--- config.mk ---
export PLATFORM = sky130hd
export DESIGN_NAME = sync_fifo_param
export DESIGN_NICKNAME = d
export VERILOG_FILES = /design/src/rtl/sync_fifo_pkg.sv /design/src/rtl/fifo_ram_2p.sv /design/src/rtl/sync_fifo_param.sv
export SDC_FILE = /design/constraint.sdc
export NUM_CORES = 2
export LEC_CHECK = 0
export BUFFER_PORTS_ARGS = -buffer_cell sky130_fd_sc_hd__buf_2
export CORE_ASPECT_RATIO = 1.2
export CORE_UTILIZATION = 60
export CTS_CLUSTER_SIZE = 14
export DETAILED_ROUTE_END_ITERATION = 12
export GPL_ROUTABILITY_DRIVEN = 0
export PLACE_DENSITY = 0.76
export SKIP_LAST_GASP = 1
export SYNTH_ARGS = -nofsm -noshare
export SYNTH_HDL_FRONTEND = slang
export SYNTH_SLANG_ARGS = --single-unit
--- constraint.sdc ---
create_clock -name clk -period 4.8 [get_ports clk]
set_clock_uncertainty 0.1 [all_clocks]
set_input_delay 0.48 -clock clk [delete_from_list [all_inputs] [get_ports clk]]
set_output_delay 0.48 -clock clk [all_outputs]
set_load 0.03 [all_outputs]
--- src/rtl/sync_fifo_pkg.sv ---
// Shared constants and elaboration helpers for the parametrised sync FIFO.
// Holds default sizes, a clog2 helper and a parameter sanity check.
package sync_fifo_pkg;

  localparam int DEF_DATA_WIDTH = 32;
  localparam int DEF_DEPTH      = 64;

  function automatic int clog2(input int v);
    int r;
    r = 0;
    for (int i = 0; i < 31; i++)
      if ((1 << i) < v) r = i + 1;
    return r;
  endfunction

  // Depth must be a power of two, at least 4, and the
  // threshold window must be non-empty and within depth.
  function automatic bit params_ok(
    input int depth,
    input int ae,
    input int af
  );
    return (depth >= 4) &&
           ((depth & (depth - 1)) == 0) &&
           (ae < af) && (af <= depth);
  endfunction

endpackage

--- src/rtl/fifo_ram_2p.sv ---
// Two-port RAM: synchronous write port, registered synchronous read port.
// Ports: clk/rst_n, we_i/waddr_i/wdata_i, re_i/raddr_i, rdata_o (holds when !re_i).
module fifo_ram_2p #(
  parameter int DW = 32,
  parameter int AW = 6
) (
  input  logic          clk,
  input  logic          rst_n,
  input  logic          we_i,
  input  logic [AW-1:0] waddr_i,
  input  logic [DW-1:0] wdata_i,
  input  logic          re_i,
  input  logic [AW-1:0] raddr_i,
  output logic [DW-1:0] rdata_o
);

  logic [DW-1:0] mem_q [2**AW];
  logic [DW-1:0] rdata_q;

  // Storage array is deliberately not reset.
  always_ff @(posedge clk) begin
    if (we_i) mem_q[waddr_i] <= wdata_i;
  end

  // Only the output register is reset so rd_data starts at zero.
  always_ff @(posedge clk or negedge rst_n) begin
    if (!rst_n) rdata_q <= '0;
    else if (re_i) rdata_q <= mem_q[raddr_i];
  end

  assign rdata_o = rdata_q;

endmodule

--- src/rtl/sync_fifo_param.sv ---
// Parametrised single-clock FIFO with threshold flags, sticky errors, flush.
// Ports: clk/rst_n/clr, wr_en/wr_data, rd_en/rd_data/rd_valid, flags, count.
module sync_fifo_param
  import sync_fifo_pkg::*;
#(
  parameter int DATA_WIDTH = DEF_DATA_WIDTH,
  parameter int DEPTH      = DEF_DEPTH,
  parameter int AF_LEVEL   = DEPTH - 4,
  parameter int AE_LEVEL   = 4,
  localparam int ADDR_W    = clog2(DEPTH)
) (
  input  logic                  clk,
  input  logic                  rst_n,
  input  logic                  clr,
  input  logic                  wr_en,
  input  logic [DATA_WIDTH-1:0] wr_data,
  input  logic                  rd_en,
  output logic [DATA_WIDTH-1:0] rd_data,
  output logic                  rd_valid,
  output logic                  full,
  output logic                  empty,
  output logic                  almost_full,
  output logic                  almost_empty,
  output logic [ADDR_W:0]       count,
  output logic                  overflow,
  output logic                  underflow
);

  localparam int CW = ADDR_W + 1;

  if (!params_ok(DEPTH, AE_LEVEL, AF_LEVEL)) begin : g_bad_params
    $error("sync_fifo_param: illegal DEPTH/AE_LEVEL/AF_LEVEL");
  end

  logic [ADDR_W:0] wptr_q, wptr_d;
  logic [ADDR_W:0] rptr_q, rptr_d;
  logic [ADDR_W:0] cnt_q, cnt_d;
  logic            rvalid_q, rvalid_d;
  logic            ovf_q, ovf_d;
  logic            udf_q, udf_d;
  logic            wr_ok, rd_ok;

  // Flags come only from the registered count.
  assign full         = (cnt_q == CW'(DEPTH));
  assign empty        = (cnt_q == '0);
  assign almost_full  = (cnt_q >= CW'(AF_LEVEL));
  assign almost_empty = (cnt_q <= CW'(AE_LEVEL));

  // Flush wins over both requests in the same cycle.
  assign wr_ok = wr_en && !full && !clr;
  assign rd_ok = rd_en && !empty && !clr;

  always_comb begin
    wptr_d   = wptr_q;
    rptr_d   = rptr_q;
    cnt_d    = cnt_q;
    ovf_d    = ovf_q;
    udf_d    = udf_q;
    rvalid_d = rd_ok;
    if (clr) begin
      wptr_d = '0;
      rptr_d = '0;
      cnt_d  = '0;
      ovf_d  = 1'b0;
      udf_d  = 1'b0;
    end else begin
      if (wr_ok) wptr_d = wptr_q + 1'b1;
      if (rd_ok) rptr_d = rptr_q + 1'b1;
      unique case ({wr_ok, rd_ok})
        2'b10:   cnt_d = cnt_q + 1'b1;
        2'b01:   cnt_d = cnt_q - 1'b1;
        default: cnt_d = cnt_q;
      endcase
      if (wr_en && full)  ovf_d = 1'b1;
      if (rd_en && empty) udf_d = 1'b1;
    end
  end

  always_ff @(posedge clk or negedge rst_n) begin
    if (!rst_n) begin
      wptr_q   <= '0;
      rptr_q   <= '0;
      cnt_q    <= '0;
      rvalid_q <= 1'b0;
      ovf_q    <= 1'b0;
      udf_q    <= 1'b0;
    end else begin
      wptr_q   <= wptr_d;
      rptr_q   <= rptr_d;
      cnt_q    <= cnt_d;
      rvalid_q <= rvalid_d;
      ovf_q    <= ovf_d;
      udf_q    <= udf_d;
    end
  end

  fifo_ram_2p #(
    .DW (DATA_WIDTH),
    .AW (ADDR_W)
  ) u_ram (
    .clk     (clk),
    .rst_n   (rst_n),
    .we_i    (wr_ok),
    .waddr_i (wptr_q[ADDR_W-1:0]),
    .wdata_i (wr_data),
    .re_i    (rd_ok),
    .raddr_i (rptr_q[ADDR_W-1:0]),
    .rdata_o (rd_data)
  );

  assign rd_valid  = rvalid_q;
  assign count     = cnt_q;
  assign overflow  = ovf_q;
  assign underflow = udf_q;

endmodule

* Yosys cells after proc, flatten, opt, wreduce, memory -nomap -nowiden
Memories as Yosys holds them, arrays and structs flattened. A register that Yosys moved wholly into a read port is not among the register bits. Cells that the tools add are included.
Storage, ports and cells: output and inout bits 46, flip-flop bits (word level) 24, memory bits (writable) 2048, memories 1
Cells by class: multiplexer cells 12, equal/unequal tests 3, reduce and logical (&&, ||, !) cells 16, order comparisons 2, add/sub/neg operators 4
Memory list:
- u_ram.mem_q | depth 64, bits a word 32, read ports 1, clocked after memory_dff 1, wr ports 1, line fifo_ram_2p.sv:17 | logic [DW-1:0] mem_q [2**AW];
Operators with widths (number):
- 7-bit 2-to-1 mux | 5
- 7-bit by 1-bit adder with 7-bit output (second input constant) | 3
- 7-bit case mux with 2 select lines | 1
- 2-bit nonzero test | 4
- 7-bit equality test (second input constant) | 1
- 7-bit by 6-bit greater-or-equal comparator with 1-bit output (second input constant) | 1
- 7-bit by 3-bit <= comparator with 1-bit output (second input constant) | 1
- 7-bit zero test | 1
- 7-bit by 1-bit subtractor with 7-bit output (second input constant) | 1
- 1-bit logical AND | 6
- 1-bit 2-to-1 mux | 6
- 1-bit zero test | 4
- 3-bit nonzero test | 1
- 2-bit by 1-bit equality test with 1-bit output (second input constant) | 1
- 2-bit equality test (second input constant) | 1

* Logic depth before layout (Yosys ltp)
depth after elaboration 7, gate-level depth with buffers 12, mapped depth without buffers 11

* By module
Synthesis repeated with hierarchy kept, for this count alone.
Unflattened totals: cell total of the unflattened synthesis 3971, area total of the unflattened synthesis 81267.9 sq um
By module, submodules not included:
- fifo_ram_2p | instances 1, area an instance 79990.5 sq um, sequential area each 62299.8 sq um, cells an instance 3843
- sync_fifo_param | instances 1, area an instance 1277.5 sq um, sequential area each 550.5 sq um, cells an instance 128

* Worst setup path before layout
Ideal clock, no wire load.
path kind register to register, from register cnt_q[0], in the netlist count[0], to memory u_ram.mem_q[63][0], enable pin, arrival time 3.382 ns, buffers on the path 1, setup slack 0.897 ns, stages on the path, launching flop included 8, library setup time 0.421 ns, cell sequence dfrtp_1 -> buf_2 -> nor3_1 -> and3_1 -> nand2b_1 -> nor3b_1 -> nand3_1 -> nor2_1
Between the ends: longest elaborated chain between the ends 6
Ends and longest elaborated chain:
- start, declared | line sync_fifo_param.sv:37 | logic [ADDR_W:0] cnt_q, cnt_d;
- start signal, assigned | line sync_fifo_param.sv:90 | cnt_q <= cnt_d;
- 7-bit equality test | line sync_fifo_param.sv:44 | assign full = (cnt_q == CW'(DEPTH));
- named net full | line sync_fifo_param.sv:20 | output logic full,
- 1-bit zero test | line sync_fifo_param.sv:50 | assign wr_ok = wr_en && !full && !clr;
- 1-bit logical AND (2 in a row) | line sync_fifo_param.sv:50
- 1-bit 2-to-1 mux | line fifo_ram_2p.sv:22 | if (we_i) mem_q[waddr_i] <= wdata_i;
- 1-bit 2-to-1 mux (not written as such) | line fifo_ram_2p.sv:22
- end, declared | line fifo_ram_2p.sv:17
The timed path passes the listed nets, and every way through them passes these cells.

* Worst setup path after layout
from register cnt_q[1], in the netlist count[1], to memory u_ram.mem_q[59][14], enable pin
Between the ends: longest elaborated chain between the ends 6
Ends and longest elaborated chain (line):
- 7-bit equality test | sync_fifo_param.sv:44
- 1-bit zero test | sync_fifo_param.sv:50
- 1-bit logical AND (2 in a row) | sync_fifo_param.sv:50
- 1-bit 2-to-1 mux | fifo_ram_2p.sv:22
- 1-bit 2-to-1 mux (not written as such) | fifo_ram_2p.sv:22
Every way passes these cells.

==> metrics.yaml <==
fill_cells: 8038
setup_viol: 0
cap_violations: 0
stdcell_count: 6030
pre_cts_ws_ns: 0.793
leakage_nw: 27.3
drt-vias-per-instance: 6.71
ir_drop_v: 0.000385
min_path_type: "input pin to flop"
final-hold-violation-count: 0
drt-wirelength-per-cell_um: 32.5
synth_enable_flop_cells: 2048
reg2regPathDepth: 7
area_growth_pct: 11.9
use_met3_pct: 4.78
ys.warnings.count: 0
synthCells: 3866
crit_path_start_kind: "flop"
post-route-period-util_pct: 84.9
drive_above_1_share_pct: 22.4
endpoint_kind: "flop"
synth_area_um2: 80500
fin_ws_ns: 0.723
ys_seq_area_share_pct: 78.1
drv_slew: 0
ys_ff_latch: 2102
use_met1_pct: 38.8
rsz0062_at_grt: "no"
gr-usage-met2_pct: 48.0
cts_tree: "yes"
path_clk_slew_ns: 0.06
drtIter0Drc: 5255
post-dp-hpwl_mm: 109
clk_latency_ns: 0.80
cts_buffers: 188
grt_overflow_total: 0
cp.required_ns: 5.20
path_max_fanout: 22
grt_pass1_vias: 40397
cp_cell_sequence: "nor3_1 -> and3_1 -> nand2b_1 -> nor3b_1 -> nand2_1 -> nor2_4 -> buf_4"
drc_errors: 0
busiest_layer: "met2"
rows: 146
fin_area_um2: 90000
achievable-frequency_mhz: 245
fin_setup_tns_ns: 0
critical_path_class: "flop to flop"
antenna_found_initial: 7
dp.cells: 5674
grt_max_degree: 88
wl_mm: 196
hp-start: "wr_data[30]"
cp_slowest_cell: "nor2_4"
syn_area_per_cell_um2: 20.8
ioPinCount: 83
tightest_slew_ns: 1.37
dieArea_um2: 136000
numClockSinks: 2102
vias: 40435
synthesis.nets: 3907
r2r_slack_ns: 0.72
start_util_pct: 60.7
grt_pass1_wl_mm: 280
reg2reg_from: "count[1]"
cts_root_buf: "clkbuf_16"
place_area_um2: 84100
nets: 4133
ant_nets: 0
post_cts_resized: 0
core_area_um2: 132000
cp.arrival_ns: 4.47
yosys_most_used_dff: "edfxtp_1"
drt_first_pass_iters: 6
reg2reg_to: "u_ram.mem_q[59][14]"
track_usage_pct: 29.3
ys_types: 55
hold_depth: 1
crit_family: "simple AND/OR/NAND/NOR gates"
path_buf_inv: 1
die_w_um: 336
die_y_um: 403
async_reset_ff_share_pct: 2.57
cpPeakStageDelay_ns: 0.86
cts_max_path_buffers: 3
min_to: "u_ram.mem_q[58][30]"
status: "complete, no violations"
p_per_area_nw_per_um2: 447
htreeDepth: 4
maxSlewHeadroom_pct: 8.43
min_period_ns: 4.08
portBuffers: 82
synth_stat cells (24+ instances only):
library cell  number  area share (%)
mux2i_1          450             5.6
mux2_2            65            0.91
edfxtp_1        2048              76
a221o_1           62            0.77
nand3_1           70            0.44
o221ai_1          32            0.35
a221oi_1          31            0.34
nand2_1           24            0.11
o21ai_0           37            0.23
o22ai_1           64            0.50
a21oi_1           43            0.27
o22a_1            32            0.35
nor3_1            37            0.23
dfrtp_1           54             1.7
a22oi_1          128             1.2
buf_2             81            0.50
clkbuf_1         117            0.55
nor2_1            91            0.42
mux4_2           288             8.1
layer usage:
layer | routed length, µm | part of all wire (%) | vias up
li1 | - | - | 16625
met1 | 71700 | 37 | 21162
met2 | 98200 | 50 | 2237
met3 | 15900 | 8.1 | 407
met4 | 10400 | 5.3 | 4
met5 | 25 | 0.013 | -
worst max-delay path by stage:
stage	from	endpoint	slack, ns	cells past startpoint
final	count[1]	u_ram.mem_q[59][14]	0.72	7
after global routing	count[1]	u_ram.mem_q[59][18]	0.52	7
after CTS	count[1]	u_ram.mem_q[59][18]	0.77	7
after detailed placement	count[1]	u_ram.mem_q[59][14]	0.79	7
after global placement	count[1]	u_ram.mem_q[59][17]	0.90	7
after floorplan	count[0]	u_ram.mem_q[63][0]	0.90	7
worst reg2reg max path, stage by stage (launching register included):
cell and delay, ns:
dfrtp_1 0.56, nor3_1 0.15, and3_1 0.24, nand2b_1 0.32, nor3b_1 0.51, nand2_1 0.66
nor2_4 0.87, buf_4 0.37
state kept, by name, indices dropped and copies added, names as in the netlist:
name           cells
overflow           1
count              7
underflow          1
u_ram.rdata_o     32
rptr_q             6
u_ram.mem_q     2048
rd_valid           1
wptr_q             6
logic make-up after synthesis:
group	Yosys count	synth area share, %
buf+inv	233	1.35
xor+xnor	15	0.163
compound gates	441	4.13
mux	803	14.6
flops	2102	78.1
simple gates	268	1.61
fa+ha+maj	4	0.0622
repair_timing:
action / in CTS / in global routing
hold endpoints to repair: 57 / 0
setup buffers: 0 / 0
hold buffers: 4 / 0
stage by stage:
| step | power, W | hold WS, ns | util, % |
|---|---|---|---|
| after floorplan | 0.0244 | 0.0844 | - |
| after global placement | 0.0262 | 0.383 | 63.5 |
| after detailed placement | 0.0263 | 0.406 | 63.5 |
| after CTS | 0.0404 | 0.0395 | 68.0 |
| after global routing | 0.0413 | 0.0514 | 68.0 |
| final | 0.0403 | 0.0981 | 68.0 |
layout by cell type (no fill, tap or decap), types with 31 or more instances in the layout:
master | netlist | final
o221ai_1 | 32 | 32
nand3_1 | 70 | 70
a22oi_1 | 128 | 128
a221o_1 | 62 | 62
nor2_4 | 0 | 65
nor3_1 | 37 | 37
clkbuf_16 | 0 | 191
buf_4 | 7 | 163
clkbuf_1 | 117 | 59
mux4_2 | 288 | 288
a221oi_1 | 31 | 31
o21ai_0 | 37 | 37
mux2i_1 | 450 | 450
edfxtp_1 | 2048 | 2048
clkinv_1 | 0 | 39
o22a_1 | 32 | 32
mux2_2 | 65 | 65
a21oi_1 | 43 | 43
buf_2 | 81 | 81
o22ai_1 | 64 | 64
dfrtp_1 | 54 | 51
cell type report:
| type | instances | area, µm² | share of cell area (%) |
|---|---|---|---|
| Tap cell | 1776 | 2220 | 2.47 |
| Antenna cell | 1 | 2.50 | 0.00278 |
| Sequential cell | 2102 | 62900 | 69.8 |
| Multi-Input combinational cell | 1531 | 17000 | 18.9 |
| Inverter | 4 | 15.0 | 0.0167 |
| Clock buffer | 261 | 5150 | 5.72 |
| Clock inverter | 90 | 694 | 0.772 |
| Timing Repair Buffer | 265 | 2010 | 2.23 |
power by group:
group	total [W]	switching, W	internal, W
Combinational	0.00520	0.00314	0.00206
Clock	0.0144	0.00648	0.00789
Sequential	0.0207	0.000338	0.0204
Note: power is estimated with default switching activity, not from simulation.
